File: config.mk
export PLATFORM = sky130hd
export DESIGN_NAME = sram_rmw_adapter
export DESIGN_NICKNAME = d
export VERILOG_FILES = /design/src/rtl/sram_adapter_pkg.sv /design/src/rtl/sram_be_merge.sv /design/src/rtl/sram_rmw_adapter.sv
export SDC_FILE = /design/constraint.sdc
export NUM_CORES = 1
export LEC_CHECK = 0
export ABC_AREA = 1
export CORE_AREA = 2 2 225 271
export CTS_BUF_LIST = sky130_fd_sc_hd__clkbuf_8
export CTS_CLUSTER_DIAMETER = 40
export DETAILED_ROUTE_END_ITERATION = 10
export DIE_AREA = 0 0 227 273
export GPL_TIMING_DRIVEN = 0
export SLEW_MARGIN = 20
export SYNTH_ARGS = -nofsm -noshare
export SYNTH_HDL_FRONTEND = slang
export SYNTH_SLANG_ARGS = --single-unit
export TNS_END_PERCENT = 30
File: constraint.sdc
create_clock -name clk_i -period 18.6 [get_ports clk_i]
set_input_delay 3.72 -clock clk_i [delete_from_list [all_inputs] [get_ports clk_i]]
set_output_delay 3.72 -clock clk_i [all_outputs]
set_load 0.01 [all_outputs]
File: src/rtl/sram_adapter_pkg.sv
// -----------------------------------------------------------------------------
// sram_adapter_pkg
//   Shared definitions for the SRAM read-modify-write adapter:
//     state_e     - adapter FSM states
//     lane_of_bit - maps a data bit to the byte-enable lane that owns it.
//                   When ByteWidth does not divide DataWidth, the top lane
//                   owns the leftover high bits.
//     merge_bit   - single-bit byte-lane merge (new data when lane enabled)
// -----------------------------------------------------------------------------
package sram_adapter_pkg;

   typedef enum logic [2:0] {
      IDLE,
      RD_WAIT,
      RMW_RD,
      RMW_WR,
      RESP
   } state_e;

   function automatic int lane_of_bit(input int bit_idx,
                                      input int byte_width,
                                      input int be_width);
      int lane;
      lane = bit_idx / byte_width;
      if (lane > be_width - 1) lane = be_width - 1;
      return lane;
   endfunction

   function automatic logic merge_bit(input logic old_bit,
                                      input logic new_bit,
                                      input logic lane_en);
      return lane_en ? new_bit : old_bit;
   endfunction

endpackage

File: src/rtl/sram_be_merge.sv
// -----------------------------------------------------------------------------
// sram_be_merge
//   Combinational byte-lane merge: each bit of 'merged' takes 'new_data' when
//   the byte enable of its lane is set, otherwise 'old_data'.
//   Ports:
//     old_data  in  DataWidth  word read back from memory
//     new_data  in  DataWidth  captured write data
//     be        in  BeWidth    captured byte enables
//     merged    out DataWidth  word to write back
// -----------------------------------------------------------------------------
module sram_be_merge
   import sram_adapter_pkg::*;
#(
   parameter int DataWidth = 128,
   parameter int ByteWidth = 8,
   localparam int BeWidth  = (DataWidth + ByteWidth - 1) / ByteWidth
) (
   input  logic [DataWidth-1:0] old_data,
   input  logic [DataWidth-1:0] new_data,
   input  logic [BeWidth-1:0]   be,
   output logic [DataWidth-1:0] merged
);

   for (genvar b = 0; b < DataWidth; b++) begin : g_bit
      localparam int Lane = lane_of_bit(b, ByteWidth, BeWidth);
      assign merged[b] = merge_bit(old_data[b], new_data[b], be[Lane]);
   end

endmodule

File: src/rtl/sram_rmw_adapter.sv
// -----------------------------------------------------------------------------
// sram_rmw_adapter
//   Turns byte-enabled read/write requests into accesses on a whole-word-only
//   SRAM port. Partial writes become a read, a byte merge and a full-word
//   write. One request is in flight at a time; exactly one response per
//   request, in order.
//   Ports:
//     clk_i, rst_i                       clock, async active-high reset
//     req_valid_i/req_ready_o            request handshake
//     req_we_i, req_addr_i, req_wdata_i,
//     req_be_i                           request payload
//     rsp_valid_o/rsp_ready_i            response handshake
//     rsp_rdata_o                        read data ('0 for writes)
//     mem_req_o, mem_we_o, mem_addr_o,
//     mem_wdata_o, mem_be_o              memory port (be tied all-ones)
//     mem_rdata_i                        memory read data, 1-cycle latency
// -----------------------------------------------------------------------------
module sram_rmw_adapter
   import sram_adapter_pkg::*;
#(
   parameter int NumWords   = 1024,
   parameter int DataWidth  = 128,
   parameter int ByteWidth  = 8,
   localparam int AddrWidth = (NumWords > 1) ? $clog2(NumWords) : 1,
   localparam int BeWidth   = (DataWidth + ByteWidth - 1) / ByteWidth
) (
   input  logic                 clk_i,
   input  logic                 rst_i,
   input  logic                 req_valid_i,
   output logic                 req_ready_o,
   input  logic                 req_we_i,
   input  logic [AddrWidth-1:0] req_addr_i,
   input  logic [DataWidth-1:0] req_wdata_i,
   input  logic [BeWidth-1:0]   req_be_i,
   output logic                 rsp_valid_o,
   input  logic                 rsp_ready_i,
   output logic [DataWidth-1:0] rsp_rdata_o,
   output logic                 mem_req_o,
   output logic                 mem_we_o,
   output logic [AddrWidth-1:0] mem_addr_o,
   output logic [DataWidth-1:0] mem_wdata_o,
   output logic [BeWidth-1:0]   mem_be_o,
   input  logic [DataWidth-1:0] mem_rdata_i
);

   state_e               state_q, state_d;
   logic [AddrWidth-1:0] addr_q;
   logic [DataWidth-1:0] wdata_q;   // captured write data, then merged word
   logic [DataWidth-1:0] rdata_q;
   logic [BeWidth-1:0]   be_q;
   logic [DataWidth-1:0] merged;
   logic                 hs;
   logic                 be_full;
   logic                 be_zero;

   // Gated by rst_i so nothing is accepted while reset is held.
   assign req_ready_o = (state_q == IDLE) && !rst_i;
   assign hs          = req_valid_i && req_ready_o;
   assign be_full     = &req_be_i;
   assign be_zero     = ~|req_be_i;

   // Response comes straight from state/registers: no path from rsp_ready_i.
   assign rsp_valid_o = (state_q == RESP);
   assign rsp_rdata_o = rdata_q;
   assign mem_be_o    = '1;

   sram_be_merge #(
      .DataWidth(DataWidth),
      .ByteWidth(ByteWidth)
   ) u_merge (
      .old_data(mem_rdata_i),
      .new_data(wdata_q),
      .be      (be_q),
      .merged  (merged)
   );

   always_ff @(posedge clk_i or posedge rst_i) begin
      if (rst_i) state_q <= IDLE;
      else       state_q <= state_d;
   end

   always_comb begin
      state_d     = state_q;
      mem_req_o   = 1'b0;
      mem_we_o    = 1'b0;
      mem_addr_o  = '0;
      mem_wdata_o = '0;
      case (state_q)
         IDLE: begin
            if (hs) begin
               if (!req_we_i) begin
                  mem_req_o  = 1'b1;
                  mem_addr_o = req_addr_i;
                  state_d    = RD_WAIT;
               end else if (be_zero) begin
                  // nothing to write: answer without touching memory
                  state_d = RESP;
               end else if (be_full) begin
                  mem_req_o   = 1'b1;
                  mem_we_o    = 1'b1;
                  mem_addr_o  = req_addr_i;
                  mem_wdata_o = req_wdata_i;
                  state_d     = RESP;
               end else begin
                  // partial write: fetch the old word first
                  mem_req_o  = 1'b1;
                  mem_addr_o = req_addr_i;
                  state_d    = RMW_RD;
               end
            end
         end
         RD_WAIT: state_d = RESP;
         RMW_RD:  state_d = RMW_WR;
         RMW_WR: begin
            mem_req_o   = 1'b1;
            mem_we_o    = 1'b1;
            mem_addr_o  = addr_q;
            mem_wdata_o = wdata_q;
            state_d     = RESP;
         end
         RESP: begin
            if (rsp_ready_i) state_d = IDLE;
         end
         default: state_d = IDLE;
      endcase
   end

   always_ff @(posedge clk_i or posedge rst_i) begin
      if (rst_i) begin
         addr_q  <= '0;
         wdata_q <= '0;
         rdata_q <= '0;
         be_q    <= '0;
      end else begin
         case (state_q)
            IDLE: begin
               if (hs) begin
                  addr_q  <= req_addr_i;
                  wdata_q <= req_wdata_i;
                  be_q    <= req_be_i;
                  // writes answer with zero; reads overwrite in RD_WAIT
                  rdata_q <= '0;
               end
            end
            RD_WAIT: rdata_q <= mem_rdata_i;
            RMW_RD:  wdata_q <= merged;
            default: ;
         endcase
      end
   end

endmodule

# == Word-level counts from Yosys, hierarchy flattened ==
# Cells that the tools add are included.
# Widths: inputs -> output; s select.
# word_totals
word_cells,226
inputBits,287
reg_bits,285
output_inout_bits,286
# op_classes
n_mux,156
n_reduce_logical,28
n_eq_ne,22
# ops
cell,count
$mux 128,6
$pmux 128 s2,3
$mux 1,135
$reduce_and 3->1,16
$ne 2x2->1 const B,17
$mux 10,3
$pmux 10 s2,1
$reduce_and 16->1,1
$reduce_or 16->1,1
$mux 3,5
$pmux 3 s4,1
$eq 3x2->1 const B,2
$reduce_and 2->1,3
$pmux 1 s2,2
$reduce_bool 2->1,2
$eq 3x1->1 const B,1
$eq 3x3->1 const B,1
$logic_not 3->1,1
$logic_and 1x1->1,2
$ne 2x1->1 const B,1
$reduce_or 2->1,1
$logic_not 1->1,1

# == Longest topological paths before layout ==
# logic_depth
word_depth,6
mapped_depth,10
ltp_nobuf,10

# == Modules after synthesis ==
# From an unflattened synthesis, not the netlist that was laid out.
# hier_totals
hier_cells,2312
hier_area_um2,15876.5
# by_module_without_submodules
module,seq_area_each_um2,area_each_um2,instances,cells_per_inst
sram_rmw_adapter,7131.8,14194.9,1,1896
sram_be_merge,0.0,1681.6,1,416

# == Worst setup path before layout ==
# OpenSTA, ideal clock, no wires.
# synth_path
kind,input port to output port
from,input port req_be_i[14]
to,output port mem_wdata_o[100]
t_required_ps,14880
t_arrival_ps,4845
setup_slack_ps,10035
cell_stages,8
n_path_buf,2
path_cell_list,nand2_1 -> inv_1 -> nand2_1 -> nor2_1 -> clkbuf_1 -> buf_2 -> nand4_1 -> o21ai_0
# synth_via
elab_chain_cells,6
elab_cells_between_ends,7
classes_between,mux (5); reduce/logical (2)
# synth_lines
item,line,text
start: declaration,sram_rmw_adapter.sv:34,"input logic [BeWidth-1:0] req_be_i,"
$reduce_and 16->1,sram_rmw_adapter.sv:59,assign be_full = &req_be_i;
$mux 128,sram_rmw_adapter.sv:98,end else if (be_full) begin
$mux 128 (*),sram_rmw_adapter.sv:95,end else if (be_zero) begin
$mux 128 (*),sram_rmw_adapter.sv:91,if (!req_we_i) begin
$mux 128 (*),sram_rmw_adapter.sv:90,if (hs) begin
$pmux 128 s2 (*),sram_rmw_adapter.sv:88,case (state_q)
end: declaration,sram_rmw_adapter.sv:41,"output logic [DataWidth-1:0] mem_wdata_o,"
# Every way passes the cells marked *; elsewhere a longest branch is shown, timed or not.

# == Final worst setup path ==
# layout_path
from,input port req_be_i[12]
to,output port mem_wdata_o[20]
# Same word-level chain as after synthesis.

==> results_dict.tcl <==
set metrics [dict create \
    clockRootBuffer "clkbuf_8" \
    worst_pin_slew_ns 0.999 \
    nets 2864 \
    hp-start "be_q[12]" \
    slew_viol_final 0 \
    fin_area_um2 22700 \
    p_per_area_nw_per_um2 141 \
    row_count 98 \
    postCtsHoldBufs 0 \
    worstPathMaxFanout 10 \
    crit_required_ns 14.88 \
    status "complete, no violations" \
    finalHoldViolCount 0 \
    drc 0 \
    post-route-period-util_pct 58.8 \
    min_path_type "flip-flop to flip-flop" \
    num_vias 16800 \
    initial_core_util_pct 24.8 \
    grt_pass1_vias 17100 \
    slowest_delay_ns 0.67 \
    drt_iter0_markers 1237 \
    final_cells 3426 \
    path_class "input pin to output pin" \
    synth-seq-cells 285 \
    synth_xor_area_share_pct 0 \
    synth_fa_ha_area_share_pct 0 \
    wl_met1_um 30300 \
    fin_crit_ns 10.93 \
    place_inst 3315 \
    core_um2 59300 \
    io_pins 573 \
    fin_worst_skew_ns 0.0261 \
    path_buf_inv 5 \
    wl_met2_um 36600 \
    synthMuxAreaShare_pct 0 \
    gr-usage-all-layers_pct 23.7 \
    fin_tns_setup_ns 0 \
    port_buffers 556 \
    crit_chain "clkdlybuf4s50_1 > nand2_1 > inv_1 > nand2_1 > nor2_1 > clkbuf_2 > buf_2 > nand4_1 > o21ai_0 > clkdlybuf4s50_1" \
    drt-total-wl_um 75700 \
    cts_buffers 60 \
    hold_end "be_q[12]" \
    postSynthCellCount 1941 \
    synth-compound-area-share_pct 17.6 \
    drive_gt1_share_pct 8.39 \
    grt_pass1_wl_um 109000 \
    die_area_um2 62000 \
    hold_depth 2 \
    gr-total-overflow 0 \
    vdd_ir_drop_max_v 0.0000597 \
    fp.dieW_um 227 \
    clock-sinks 285 \
    rr_startpoint "state_q[0]" \
    antenna_found_initial 10 \
    setup_viol 0 \
    synth.distinct_cells 24 \
    wl_met3_um 5520 \
    cts_resized 0 \
    syn_avg_cell_area_um2 7.59 \
    relSlewSlack_pct 33.4 \
    crit_path_start_kind "input pin" \
    place_congestion 0.891 \
    r2r_slack_ns 16.01 \
    dr.pass1.iters 5 \
    max_freq_mhz 91.5 \
    synthSimpleGateAreaFrac_pct 24.1 \
    dieHeight_um 273 \
    htreeDepth 2 \
    r2r_end "rsp_rdata_o[124]" \
    rsz0062_at_grt "false" \
    synth_seq_area_share_pct 48.4 \
    cts_tree "done" \
    path_clk_slew_ns 0.06 \
    clkLatencyLatePin_ns 0.65 \
    cpMaxStageDelayCell "clkdlybuf4s50_1" \
    syn-cell-area_um2 14700 \
    routedWlPerCell_um 22.1 \
    post_cts_buffers 0 \
    startpoint "req_be_i[12]" \
    crit_family "buffers and inverters" \
    ys_warn_count 0 \
    crit_path_end_kind "output pin" \
    grt_start_max_net_pins 92 \
    cp.arrival_ns 7.21 \
    r2r_cells 9 \
    maxCapViolations 0 \
    synth_top_family_by_area "simple AND/OR/NAND/NOR gates" \
    detail-route-antenna-nets 0 \
    area_growth_syn_to_layout_pct 54.4 \
    highest_layer "met5" \
    p_leak_nw 9.72 \
    clock_path_buffers 3 \
    placed_area_um2 21500 \
    place_hpwl_um 58000 \
    via_per_inst 4.89 \
]
[worst max-delay path by stage]
stage | endpoint | cells past startpoint
after floorplan | addr_q[0] | 1
after global placement | rsp_rdata_o[82] | 2
after detailed placement | mem_wdata_o[20] | 10
after CTS | mem_wdata_o[20] | 10
after global routing | mem_wdata_o[20] | 10
final | mem_wdata_o[20] | 10
[power breakdown]
| part | internal, mW | switching, mW |
|---|---|---|
| registers | 0.929 | 0.174 |
| logic | 0.579 | 0.814 |
| clock network | 0.408 | 0.309 |
| total | 1.92 | 1.30 |
[stage by stage]
| step | worst slack [ns] | power [mW] | utilization (%) | hold WS, ns |
|---|---|---|---|---|
| 2_1_floorplan | 7.02 | 1.75 | - | 0.449 |
| 3_3_place_gp | 2.79 | 2.47 | 36.0 | 0.463 |
| 3_5_place_dp | 7.64 | 2.51 | 36.1 | 0.466 |
| 4_1_cts | 7.63 | 3.25 | 38.3 | 0.482 |
| 5_1_grt | 7.56 | 3.43 | 38.3 | 0.503 |
| 6_report | 7.67 | 3.21 | 38.3 | 0.484 |
[cell usage in the layout (no fill, tap or decap)]
cell type	n
clkdlybuf4s50_1	556
nand2_1	533
o21ai_0	390
dfrtp_1	285
inv_1	164
nand3_1	131
o21ai_1	126
nand4_1	112
clkbuf_8	76
clkbuf_1	67
buf_2	64
buf_4	29
conb_1	16
nor2_1	14
nand2_2	11
clkbuf_2	7
clkinvlp_4	6
diode_2	5
inv_2	4
buf_6	4
buf_1	4
bufinv_16	3
clkinv_2	3
clkinv_4	3
buf_16	3
a21oi_1	2
nand3_2	1
nor2_4	1
nand2_4	1
nor3_2	1
nor3_4	1
or2_2	1
nor3_1	1
inv_8	1
[flip-flops by register name, summed over array words and instances (netlist names)]
name and count:
rsp_rdata_o 128, wdata_q 128, be_q 16, addr_q 10, state_q 3
[layout make-up]
type | instances | area (um2)
multi-input cells | 1342 | 6200
clock inverters | 30 | 233
clock buffers | 76 | 1050
well taps | 800 | 1000
flip-flops and latches | 285 | 7130
repair buffers | 559 | 5650
diodes | 5 | 12.5
fillers | 6210 | 36600
plain buffers | 175 | 885
inverters | 154 | 586
[worst reg2reg max path: stages (launching register included)]
cell     delay [ns]
dfrtp_1        0.46
inv_2          0.05
nand3_2        0.14
nor2_4         0.06
nand2_4        0.24
buf_6          0.29
buf_2          0.55
buf_2          0.49
nand3_1        0.12
o21ai_0        0.11
[cell families (layout without fill, tap and decap cells)]
logic type,Yosys count,after routing
and+or+nand+nor,808,808
AOI/OAI and AO/OA,518,518
DFF,285,285
other,1,21
buffers and inverters,329,994
[routing by layer]
metal  track usage [%]  vias to the layer above
met5                 0                        -
met4              10.4                        8
met3              5.49                      169
met2              40.4                      724
met1              28.3                     8119
li1                  -                     7730
[cells in the mapped netlist, drive strengths merged]
cell type / count / area share, %
nand2: 545 / 14
o21ai: 516 / 18
dfrtp: 285 / 48
inv: 154 / 3.9
nand3: 132 / 4.5
nand4: 112 / 4.8
buf: 101 / 4.1
clkbuf: 74 / 1.9
nor2: 15 / 0.43
nor3: 3 / 0.21
a21oi: 2 / 0.068
conb: 1 / 0.025
or2: 1 / 0.042
Note: power is estimated with default switching activity, not from simulation.
